$ cat src/rtl/gpu_prim_pkg.sv
// Shared definitions for the primitive assembler.
// Holds topology and primitive-kind codes, the controller state enum and the
// vertex-history record carried between accepted Draw cycles.
// No ports (package).
package gpu_prim_pkg;

    // Vertex word width used by the history record; the top-level VERTEX_W
    // parameter must be left at this value.
    localparam int VTX_W = 32;

    localparam logic [3:0] TOPO_POINTS     = 4'd0;
    localparam logic [3:0] TOPO_LINES      = 4'd1;
    localparam logic [3:0] TOPO_LINE_STRIP = 4'd2;
    localparam logic [3:0] TOPO_TRIANGLES  = 4'd3;
    localparam logic [3:0] TOPO_TRI_STRIP  = 4'd4;
    localparam logic [3:0] TOPO_TRI_FAN    = 4'd5;

    localparam logic [1:0] KIND_POINT = 2'd0;
    localparam logic [1:0] KIND_LINE  = 2'd1;
    localparam logic [1:0] KIND_TRI   = 2'd2;

    typedef enum logic {
        IDLE    = 1'b0,
        COLLECT = 1'b1
    } state_t;

    // a = older, b = most recent vertex, pivot = first vertex of a fan.
    // vcnt counts held vertices; 3 marks a sliding strip/fan history whose
    // vertices already belong to an emitted primitive.
    typedef struct packed {
        logic [VTX_W-1:0] a;
        logic [VTX_W-1:0] b;
        logic [VTX_W-1:0] pivot;
        logic [1:0]       vcnt;
        logic             parity;
    } hist_t;

    function automatic logic topo_legal(input logic [3:0] t);
        return (t <= TOPO_TRI_FAN);
    endfunction

    // Vertices that would be thrown away if the group closed now.
    function automatic logic [1:0] partial_cnt(input hist_t h);
        return (h.vcnt == 2'd3) ? 2'd0 : h.vcnt;
    endfunction

endpackage

$ cat src/rtl/prim_emit_logic.sv
// Combinational topology decision for one incoming vertex.
// Ports:
//   hist     in   vertex history before this vertex
//   topo     in   active topology code (must be legal)
//   vtx      in   incoming vertex
//   emit     out  a primitive completes with this vertex
//   kind     out  primitive kind (point/line/triangle)
//   v0,v1,v2 out  ordered primitive vertices, unused slots 0
//   hist_nxt out  history after absorbing this vertex
module prim_emit_logic
    import gpu_prim_pkg::*;
(
    input  hist_t             hist,
    input  logic [3:0]        topo,
    input  logic [VTX_W-1:0]  vtx,
    output logic              emit,
    output logic [1:0]        kind,
    output logic [VTX_W-1:0]  v0,
    output logic [VTX_W-1:0]  v1,
    output logic [VTX_W-1:0]  v2,
    output hist_t             hist_nxt
);

    always_comb begin
        emit     = 1'b0;
        kind     = KIND_POINT;
        v0       = '0;
        v1       = '0;
        v2       = '0;
        hist_nxt = hist;
        case (topo)
            TOPO_POINTS: begin
                emit = 1'b1;
                v0   = vtx;
            end
            TOPO_LINES: begin
                if (hist.vcnt == 2'd1) begin
                    emit          = 1'b1;
                    kind          = KIND_LINE;
                    v0            = hist.b;
                    v1            = vtx;
                    hist_nxt.vcnt = 2'd0;
                end else begin
                    hist_nxt.b    = vtx;
                    hist_nxt.vcnt = 2'd1;
                end
            end
            TOPO_LINE_STRIP: begin
                hist_nxt.b = vtx;
                if (hist.vcnt != 2'd0) begin
                    emit          = 1'b1;
                    kind          = KIND_LINE;
                    v0            = hist.b;
                    v1            = vtx;
                    hist_nxt.vcnt = 2'd3;
                end else begin
                    hist_nxt.vcnt = 2'd1;
                end
            end
            TOPO_TRIANGLES: begin
                if (hist.vcnt == 2'd2) begin
                    emit          = 1'b1;
                    kind          = KIND_TRI;
                    v0            = hist.a;
                    v1            = hist.b;
                    v2            = vtx;
                    hist_nxt.vcnt = 2'd0;
                end else begin
                    hist_nxt.a    = hist.b;
                    hist_nxt.b    = vtx;
                    hist_nxt.vcnt = hist.vcnt + 2'd1;
                end
            end
            TOPO_TRI_STRIP: begin
                hist_nxt.a = hist.b;
                hist_nxt.b = vtx;
                if (hist.vcnt >= 2'd2) begin
                    emit = 1'b1;
                    kind = KIND_TRI;
                    // Odd triangles swap the first two vertices to keep winding.
                    v0   = hist.parity ? hist.b : hist.a;
                    v1   = hist.parity ? hist.a : hist.b;
                    v2   = vtx;
                    hist_nxt.parity = ~hist.parity;
                    hist_nxt.vcnt   = 2'd3;
                end else begin
                    hist_nxt.vcnt = hist.vcnt + 2'd1;
                end
            end
            TOPO_TRI_FAN: begin
                hist_nxt.b = vtx;
                if (hist.vcnt == 2'd0) begin
                    hist_nxt.pivot = vtx;
                end
                if (hist.vcnt >= 2'd2) begin
                    emit          = 1'b1;
                    kind          = KIND_TRI;
                    v0            = hist.pivot;
                    v1            = hist.b;
                    v2            = vtx;
                    hist_nxt.vcnt = 2'd3;
                end else begin
                    hist_nxt.vcnt = hist.vcnt + 2'd1;
                end
            end
            default: ;
        endcase
    end

endmodule

$ cat src/rtl/prim_assembler.sv
// Primitive assembly controller: groups decoded vertices into points, lines
// and triangles and hands them to the rasterizer over valid/ready.
// Optional feature macro: PRIM_STATS_EN adds PrimCount / DropCount.
// Ports:
//   CLOCK_50, Reset (async, active-low)
//   StartPrimitive, EndPrimitive, Draw, PrimitiveType, Vertex  decode stream
//   Stall         upstream hold (PrimValid & ~PrimReady)
//   PrimValid/PrimReady, PrimKind, PrimV0..2                  rasterizer side
//   GroupDone, Error                                          one-cycle pulses
//   PrimCount, DropCount                                      saturating stats
//
// state   | meaning
// IDLE    | no open group; Draw is an error
// COLLECT | group open, vertices accumulate in history
module prim_assembler
    import gpu_prim_pkg::*;
#(
    parameter int VERTEX_W = 32,
    parameter int CNT_W    = 16
) (
    input  logic                CLOCK_50,
    input  logic                Reset,
    input  logic                StartPrimitive,
    input  logic                EndPrimitive,
    input  logic                Draw,
    input  logic [3:0]          PrimitiveType,
    input  logic [VERTEX_W-1:0] Vertex,
    output logic                Stall,
    output logic                PrimValid,
    input  logic                PrimReady,
    output logic [1:0]          PrimKind,
    output logic [VERTEX_W-1:0] PrimV0,
    output logic [VERTEX_W-1:0] PrimV1,
    output logic [VERTEX_W-1:0] PrimV2,
    output logic                GroupDone,
    output logic                Error
`ifdef PRIM_STATS_EN
    ,
    output logic [CNT_W-1:0]    PrimCount,
    output logic [CNT_W-1:0]    DropCount
`endif
);

    state_t             state_q, state_nxt;
    logic [3:0]         topo_q;
    hist_t              hist_q, hist_eff, hist_new, hist_after;
    logic               accept, start_ok, in_grp;
    logic [3:0]         topo_eff;
    logic               emit, do_emit, done_nxt, err_nxt;
    logic [1:0]         e_kind;
    logic [VERTEX_W-1:0] e_v0, e_v1, e_v2;

    assign Stall    = PrimValid & ~PrimReady;
    assign accept   = ~Stall;
    assign start_ok = StartPrimitive & topo_legal(PrimitiveType);

    prim_emit_logic u_emit (
        .hist     (hist_eff),
        .topo     (topo_eff),
        .vtx      (Vertex),
        .emit     (emit),
        .kind     (e_kind),
        .v0       (e_v0),
        .v1       (e_v1),
        .v2       (e_v2),
        .hist_nxt (hist_new)
    );

    always_ff @(posedge CLOCK_50 or negedge Reset) begin
        if (!Reset) state_q <= IDLE;
        else        state_q <= state_nxt;
    end

    // Order within a cycle: Start, then Draw, then End.
    always_comb begin
        state_nxt = state_q;
        if (accept) begin
            if (StartPrimitive) state_nxt = start_ok ? COLLECT : IDLE;
            if (EndPrimitive)   state_nxt = IDLE;
        end
    end

    always_comb begin
        in_grp     = StartPrimitive ? start_ok : (state_q == COLLECT);
        topo_eff   = StartPrimitive ? PrimitiveType : topo_q;
        hist_eff   = StartPrimitive ? '0 : hist_q;
        hist_after = (Draw && in_grp) ? hist_new : hist_eff;
        do_emit    = accept & Draw & in_grp & emit;
        done_nxt   = accept & EndPrimitive & in_grp;
        err_nxt    = accept & ((StartPrimitive & ~start_ok) | (Draw & ~in_grp));
    end

    always_ff @(posedge CLOCK_50 or negedge Reset) begin
        if (!Reset) begin
            topo_q <= TOPO_POINTS;
            hist_q <= '0;
        end else if (accept) begin
            if (start_ok) topo_q <= PrimitiveType;
            hist_q <= hist_after;
        end
    end

    always_ff @(posedge CLOCK_50 or negedge Reset) begin
        if (!Reset) begin
            PrimValid <= 1'b0;
            PrimKind  <= KIND_POINT;
            PrimV0    <= '0;
            PrimV1    <= '0;
            PrimV2    <= '0;
            GroupDone <= 1'b0;
            Error     <= 1'b0;
        end else begin
            if (do_emit) begin
                PrimValid <= 1'b1;
                PrimKind  <= e_kind;
                PrimV0    <= e_v0;
                PrimV1    <= e_v1;
                PrimV2    <= e_v2;
            end else if (PrimReady) begin
                PrimValid <= 1'b0;
            end
            GroupDone <= done_nxt;
            Error     <= err_nxt;
        end
    end

`ifdef PRIM_STATS_EN
    logic [2:0]     drop_inc;
    logic [CNT_W:0] drop_sum;

    // Partials lost to an implicit end, a Draw with no group, or an End.
    always_comb begin
        drop_inc = 3'd0;
        if (accept) begin
            if (StartPrimitive && state_q == COLLECT)
                drop_inc = drop_inc + {1'b0, partial_cnt(hist_q)};
            if (Draw && !in_grp)
                drop_inc = drop_inc + 3'd1;
            if (EndPrimitive && in_grp)
                drop_inc = drop_inc + {1'b0, partial_cnt(hist_after)};
        end
        drop_sum = {1'b0, DropCount} + (CNT_W+1)'(drop_inc);
    end

    always_ff @(posedge CLOCK_50 or negedge Reset) begin
        if (!Reset) begin
            PrimCount <= '0;
            DropCount <= '0;
        end else begin
            if (PrimValid && PrimReady && !(&PrimCount))
                PrimCount <= PrimCount + 1'b1;
            DropCount <= drop_sum[CNT_W] ? '1 : drop_sum[CNT_W-1:0];
        end
    end
`else
    // Counter width only matters when statistics are built in.
    if (CNT_W < 1) begin : g_cnt_w_unused
    end
`endif

endmodule

$ cat config.mk
export PLATFORM = sky130hd
export DESIGN_NAME = prim_assembler
export DESIGN_NICKNAME = d
export VERILOG_FILES = /design/src/rtl/gpu_prim_pkg.sv /design/src/rtl/prim_emit_logic.sv /design/src/rtl/prim_assembler.sv
export SDC_FILE = /design/constraint.sdc
export NUM_CORES = 1
export LEC_CHECK = 0
export CAP_MARGIN = 40
export CORE_ASPECT_RATIO = 0.75
export CORE_UTILIZATION = 34
export DETAILED_ROUTE_END_ITERATION = 12
export PLACE_DENSITY = 0.5
export SYNTH_ARGS = -nofsm -noshare
export SYNTH_HDL_FRONTEND = slang
export SYNTH_HIERARCHICAL = 1
export SYNTH_SLANG_ARGS = --single-unit
$ cat constraint.sdc
create_clock -name CLOCK_50 -period 4.95 [get_ports CLOCK_50]
set_input_delay 0.99 -clock CLOCK_50 [delete_from_list [all_inputs] [get_ports CLOCK_50]]
set_output_delay 0.99 -clock CLOCK_50 [all_outputs]
set_load 0.01 [all_outputs]
# Yosys cells after proc, flatten, opt, wreduce, memory -nomap -nowiden
# Cells that the tools add are included.
[classes]
eq_ne = 7
add_sub_neg = 1
n_reduce_logical = 10
mux = 49
n_bitwise = 16
n_lt_le_gt_ge = 2
[op_table]
columns = ["cell", "n"]
rows = [
  ["$mux W32", 17],
  ["$mux W99", 2],
  ["$pmux W32 S6", 1],
  ["$pmux W32 S5", 1],
  ["$pmux W32 S2", 2],
  ["$pmux W32 S3", 1],
  ["$mux W64", 1],
  ["$pmux W2 S4", 2],
  ["$mux W1", 15],
  ["$and A1 B1 Y1", 10],
  ["$mux W2", 5],
  ["$eq A4 B2 Y1 const B", 2],
  ["$eq A4 B3 Y1 const B", 2],
  ["$reduce_bool A2 Y1", 3],
  ["$not A1 Y1", 5],
  ["$pmux W1 S5", 1],
  ["$eq A4 B1 Y1 const B", 1],
  ["$le A4 B3 Y1 const B", 1],
  ["$logic_not A4 Y1", 1],
  ["$mux W4", 1],
  ["$reduce_and A2 Y1", 2],
  ["$reduce_or A3 Y1", 1],
  ["$add A2 B1 Y2 const B", 1],
  ["$eq A2 B1 Y1 const B", 1],
  ["6 further kinds", 6],
]
[word_totals]
reg_bits = 205
out_inout_bits = 102
input_bits = 42

# Depth between registers and ports, before layout
[depth]
word_depth = 7
mapped_depth = 13
ltp_nobuf = 7

# Hierarchy
# The synthesis kept the hierarchy.
[by_module_without_submodules]
columns = ["module", "cells_each", "n_inst", "area_each_um2"]
rows = [
  ["prim_assembler", 572, 1, 8165.3],
  ["prim_emit_logic", 348, 1, 2946.6],
]

# Worst setup path after synthesis
# Ideal clock, no wire load.
[synth_path]
kind = "in2reg"
start = "input port StartPrimitive"
end = "register PrimKind[0]"
setup_slack_ns = 1.214
arrival_time_ns = 3.608
n_path_buf = 6
stages = 11
path_cell_list = "buf_6 > clkbuf_1 > mux2_2 > buf_2 > nor4_2 > clkbuf_1 > or3_1 > nand4_4 > buf_4 > buf_6 > mux2_1"
[synth_between]
elab_chain_len = 5
[synth_rtl]
columns = ["element", "line_no", "source"]
rows = [
  ["start: declaration", "prim_assembler.sv:23", "input logic StartPrimitive,"],
  ["$mux W4 (*)", "prim_assembler.sv:85", "topo_eff = StartPrimitive ? PrimitiveType : topo_q;"],
  ["named net topo_eff[0]", "prim_assembler.sv:48", "logic [3:0] topo_eff;"],
  ["$eq A4 B3 Y1", "prim_emit_logic.sv:31", "case (topo)"],
  ["$reduce_or A2 Y1 (no source line)", "-", ""],
  ["$pmux W1 S5 (*)", "prim_emit_logic.sv:31", ""],
  ["named net emit", "prim_assembler.sv:49", "logic emit, do_emit, done_nxt, err_nxt;"],
  ["$and A1 B1 Y1 (*)", "prim_assembler.sv:88", "do_emit = accept & Draw & in_grp & emit;"],
  ["end signal: assignment", "prim_assembler.sv:115", "PrimKind <= e_kind;"],
  ["end: declaration", "prim_assembler.sv:31", "output logic [1:0] PrimKind,"],
]
# The timed path passes the listed nets; every way through them passes the cells marked *.
# A chain may end at the register's enable or synchronous reset.

# Worst setup path after layout
[layout_path]
start = "input port PrimitiveType[1]"
end = "register PrimV2[16]"
[layout_between]
elab_chain_len = 5
[layout_rtl]
columns = ["element", "line_no", "source"]
rows = [
  ["start: declaration", "prim_assembler.sv:26", "input logic [3:0] PrimitiveType,"],
  ["$mux W4 (*)", "prim_assembler.sv:85", ""],
  ["named net topo_eff[1]", "prim_assembler.sv:48", ""],
  ["$eq A4 B3 Y1", "prim_emit_logic.sv:31", ""],
  ["$reduce_or A2 Y1 (no source line)", "-", ""],
  ["$pmux W1 S5 (*)", "prim_emit_logic.sv:31", ""],
  ["named net emit", "prim_assembler.sv:49", ""],
  ["$and A1 B1 Y1 (*)", "prim_assembler.sv:88", ""],
  ["end signal: assignment", "prim_assembler.sv:118", "PrimV2 <= e_v2;"],
  ["end: declaration", "prim_assembler.sv:34", "output logic [VERTEX_W-1:0] PrimV2,"],
]
# Marks and branches as above.

==> results.cfg <==
[yosys]
yosys-top-cells-count = 205 x dfrtp_1, 178 x mux2_2, 131 x a22o_1, 127 x nor2b_1, 62 x a221o_1
synth_top_area_cell = dfrtp_1
synth_cell_types = 46
synth_edf_count = 0
yosys_warnings = 6
ys_ff_latch = 205
synth_area_um2 = 11100
synthArstFlopShare_pct = 100
synth.avg_cell_area_um2 = 12.1
post-synth-top-area-fraction_pct = 46.2
synth.top_cells.by_area = dfrtp_1 46%, mux2_2 18%, a22o_1 10%, nor2b_1 7.2%, a221o_1 5.6%
ys.flop_type = dfrtp_1
syn-num-nets = 962
syn-instance-count = 920
seq_area_frac_synth_pct = 46.2
yosysMostFrequentCell = dfrtp_1

[drt]
wirelength_mm = 31.7
detail_route.drc_violations = 0
vias_per_cell = 5.40
wl_per_cell_um = 21.4
ant_nets = 0
vias = 8001
drtIter0Drc = 475
drt_first_pass_iters = 5

[timing]
tightest_slew_ns = 0.856
fin_tns_setup_ns = 0
slew_violations = 0
slew_headroom_pct = 42.9
fin_crit_ns = 3.64
setup_viol = 0
fin_crit_sh_pct = 73.6
hold_violations = 0
finClkSkew_ns = 0.0117
rsz0062_at_grt = no
fmax_mhz = 274
setup_slack_ns = 1.31

[pwr]
power_leakage_uw = 0.00628
powerDensity_nw_per_um2 = 312
ir_drop_v = 0.000188

[worst_setup_path]
path_cells = clkdlybuf4s50_1, mux2_2, nand2b_1, o22a_1, nor3_4, or3_1, nand4_4, buf_12, mux2_2
end_kind = flip-flop
slowest_delay_ns = 0.52
rr_startpoint = hist_q[1]
start_kind = input pin
cp.required_ns = 5.37
reg2reg_to = PrimV0[19]
path_buf_inv = 2
crit_slowest_cell = clkdlybuf4s50_1
crit_family = simple AND/OR/NAND/NOR gates
worstSetupPathType = input pin to flip-flop
crit_arrival_ns = 4.06
crit_top_cell = mux2_2
r2r_slack_ns = 1.86
ff2ff_path_depth = 8
path_max_fanout = 40

[clock_network]
cts_tree = yes
postCtsSetupBuffers = 0
cts_hold_buffers = 0
ctsResizeCount = 0
numCtsBuffers = 24
insertion_delay_ns = 0.53
clock-sinks = 205
h-tree-depth = 1
path_clk_slew_ns = 0.06
clockBufferDepth = 3
root_buffer = clkbuf_16

[die]
fp-row-count = 56
dieArea_um2 = 33400
ios = 144
fp.dieW_um = 211
core_area_um2 = 31700
die-height_um = 159
start_util_pct = 35.1

[hold_path]
hold_class = flip-flop to flip-flop
hold_depth = 1
min_to = topo_q[3]
hp-start = topo_q[3]

[global_route]
grt_pass1_vias = 8271
grt_pass1_wl_mm = 50.1
overflow = 0
antenna_found_initial = 1
grt_max_degree = 106
grt.total_usage_pct = 19.3

[status]
status = complete, no violations

[layout]
nNetsFinal = 1072
drive_gt1_share_pct = 25.1
areaGrowthSynthToFinish_pct = 24.9
diodes = 0

[placed_design]
portBuffers = 143
gp_congestion = 0.770
hpwl_mm = 18.9
preCtsSetupSlack_ns = 0.754

[run]
maxCapViolations = 0
==> cell type report <==
cell class	instances	area (um2)
Clock buffer	34	729
Clock inverter	9	155
Fill cell	3017	17800
Inverter	3	11.3
Multi-Input combinational cell	628	5620
Sequential cell	205	5130
Tap cell	435	544
Timing Repair Buffer	168	1700
==> sequential cells by signal (all words and copies together) (netlist names) <==
name	cells
PrimV1	32
GroupDone	1
hist_q	99
topo_q	4
Error	1
PrimKind	2
PrimV0	32
state_q	1
PrimV2	32
PrimValid	1
==> cells in the final DEF (no fill, tap or decap), types with 2 or more instances in the layout <==
master / instances
clkdlybuf4s50_1: 141
nor2b_1: 127
a221o_1: 62
and2_1: 33
clkbuf_16: 25
nand2_1: 7
mux2_1: 23
a221o_2: 2
nor2_1: 7
clkbuf_1: 2
clkbuf_8: 7
and2b_1: 7
o21ai_0: 5
nor3_1: 2
dfrtp_1: 205
a21o_1: 2
nand2b_1: 5
clkinv_2: 2
a22o_1: 131
a21oi_1: 3
nand3_1: 3
bufinv_16: 4
buf_4: 20
inv_1: 3
buf_12: 6
or3_1: 3
mux2_2: 178
==> cells by family (layout without fill, tap and decap cells) <==
kind of cell | count (synthesis) | count (layout) | synth area share [%]
flip-flops | 205 | 205 | 46.2
AO/OA/AOI/OAI | 217 | 217 | 17.6
AND/OR/NAND/NOR | 207 | 207 | 11.7
multiplexers | 203 | 203 | 20.6
XOR/XNOR | 1 | 1 | 0.0788
buffers and inverters | 87 | 214 | 3.94
==> per-layer routing <==
metal | track usage (%) | share of wire [%] | vias to the layer above
met1 | 29.1 | 51 | 4093
li1 | - | - | 3671
met2 | 28.4 | 42 | 187
met5 | 0 | 0.041 | -
met3 | 3.18 | 4.4 | 48
met4 | 4.73 | 2.2 | 2
==> worst max-delay path by stage <==
stage | end | startpoint | cells after the start | slack (ns)
after floorplan | PrimKind[0] | StartPrimitive | 11 | 1.21
after global placement | PrimV1[18] | PrimitiveType[1] | 9 | 0.82
after detailed placement | PrimV2[16] | PrimitiveType[1] | 9 | 0.75
after CTS | PrimV0[19] | PrimitiveType[1] | 9 | 1.31
after global routing | PrimV0[19] | PrimitiveType[1] | 9 | 1.18
final | PrimV2[16] | PrimitiveType[1] | 9 | 1.31
==> per-stage QoR <==
stage | utilization, % | hold slack [ns] | area [um2] | cells | total power (uW)
global placement | 41.0 | 0.475 | 13000 | 1438 | 2390
global route | 43.8 | 0.503 | 13900 | 1482 | 4500
detailed placement | 41.0 | 0.476 | 13000 | 1439 | 2390
CTS | 43.8 | 0.495 | 13900 | 1482 | 4390
finish | 43.8 | 0.491 | 13900 | 1482 | 4330
floorplan | - | 0.449 | 11100 | 920 | 2130
==> power by group <==
part	internal, uW	switching, uW
Sequential	1730	29.2
Combinational	268	319
Clock	1230	744
No activity file was read; power rests on OpenSTA's default activity.
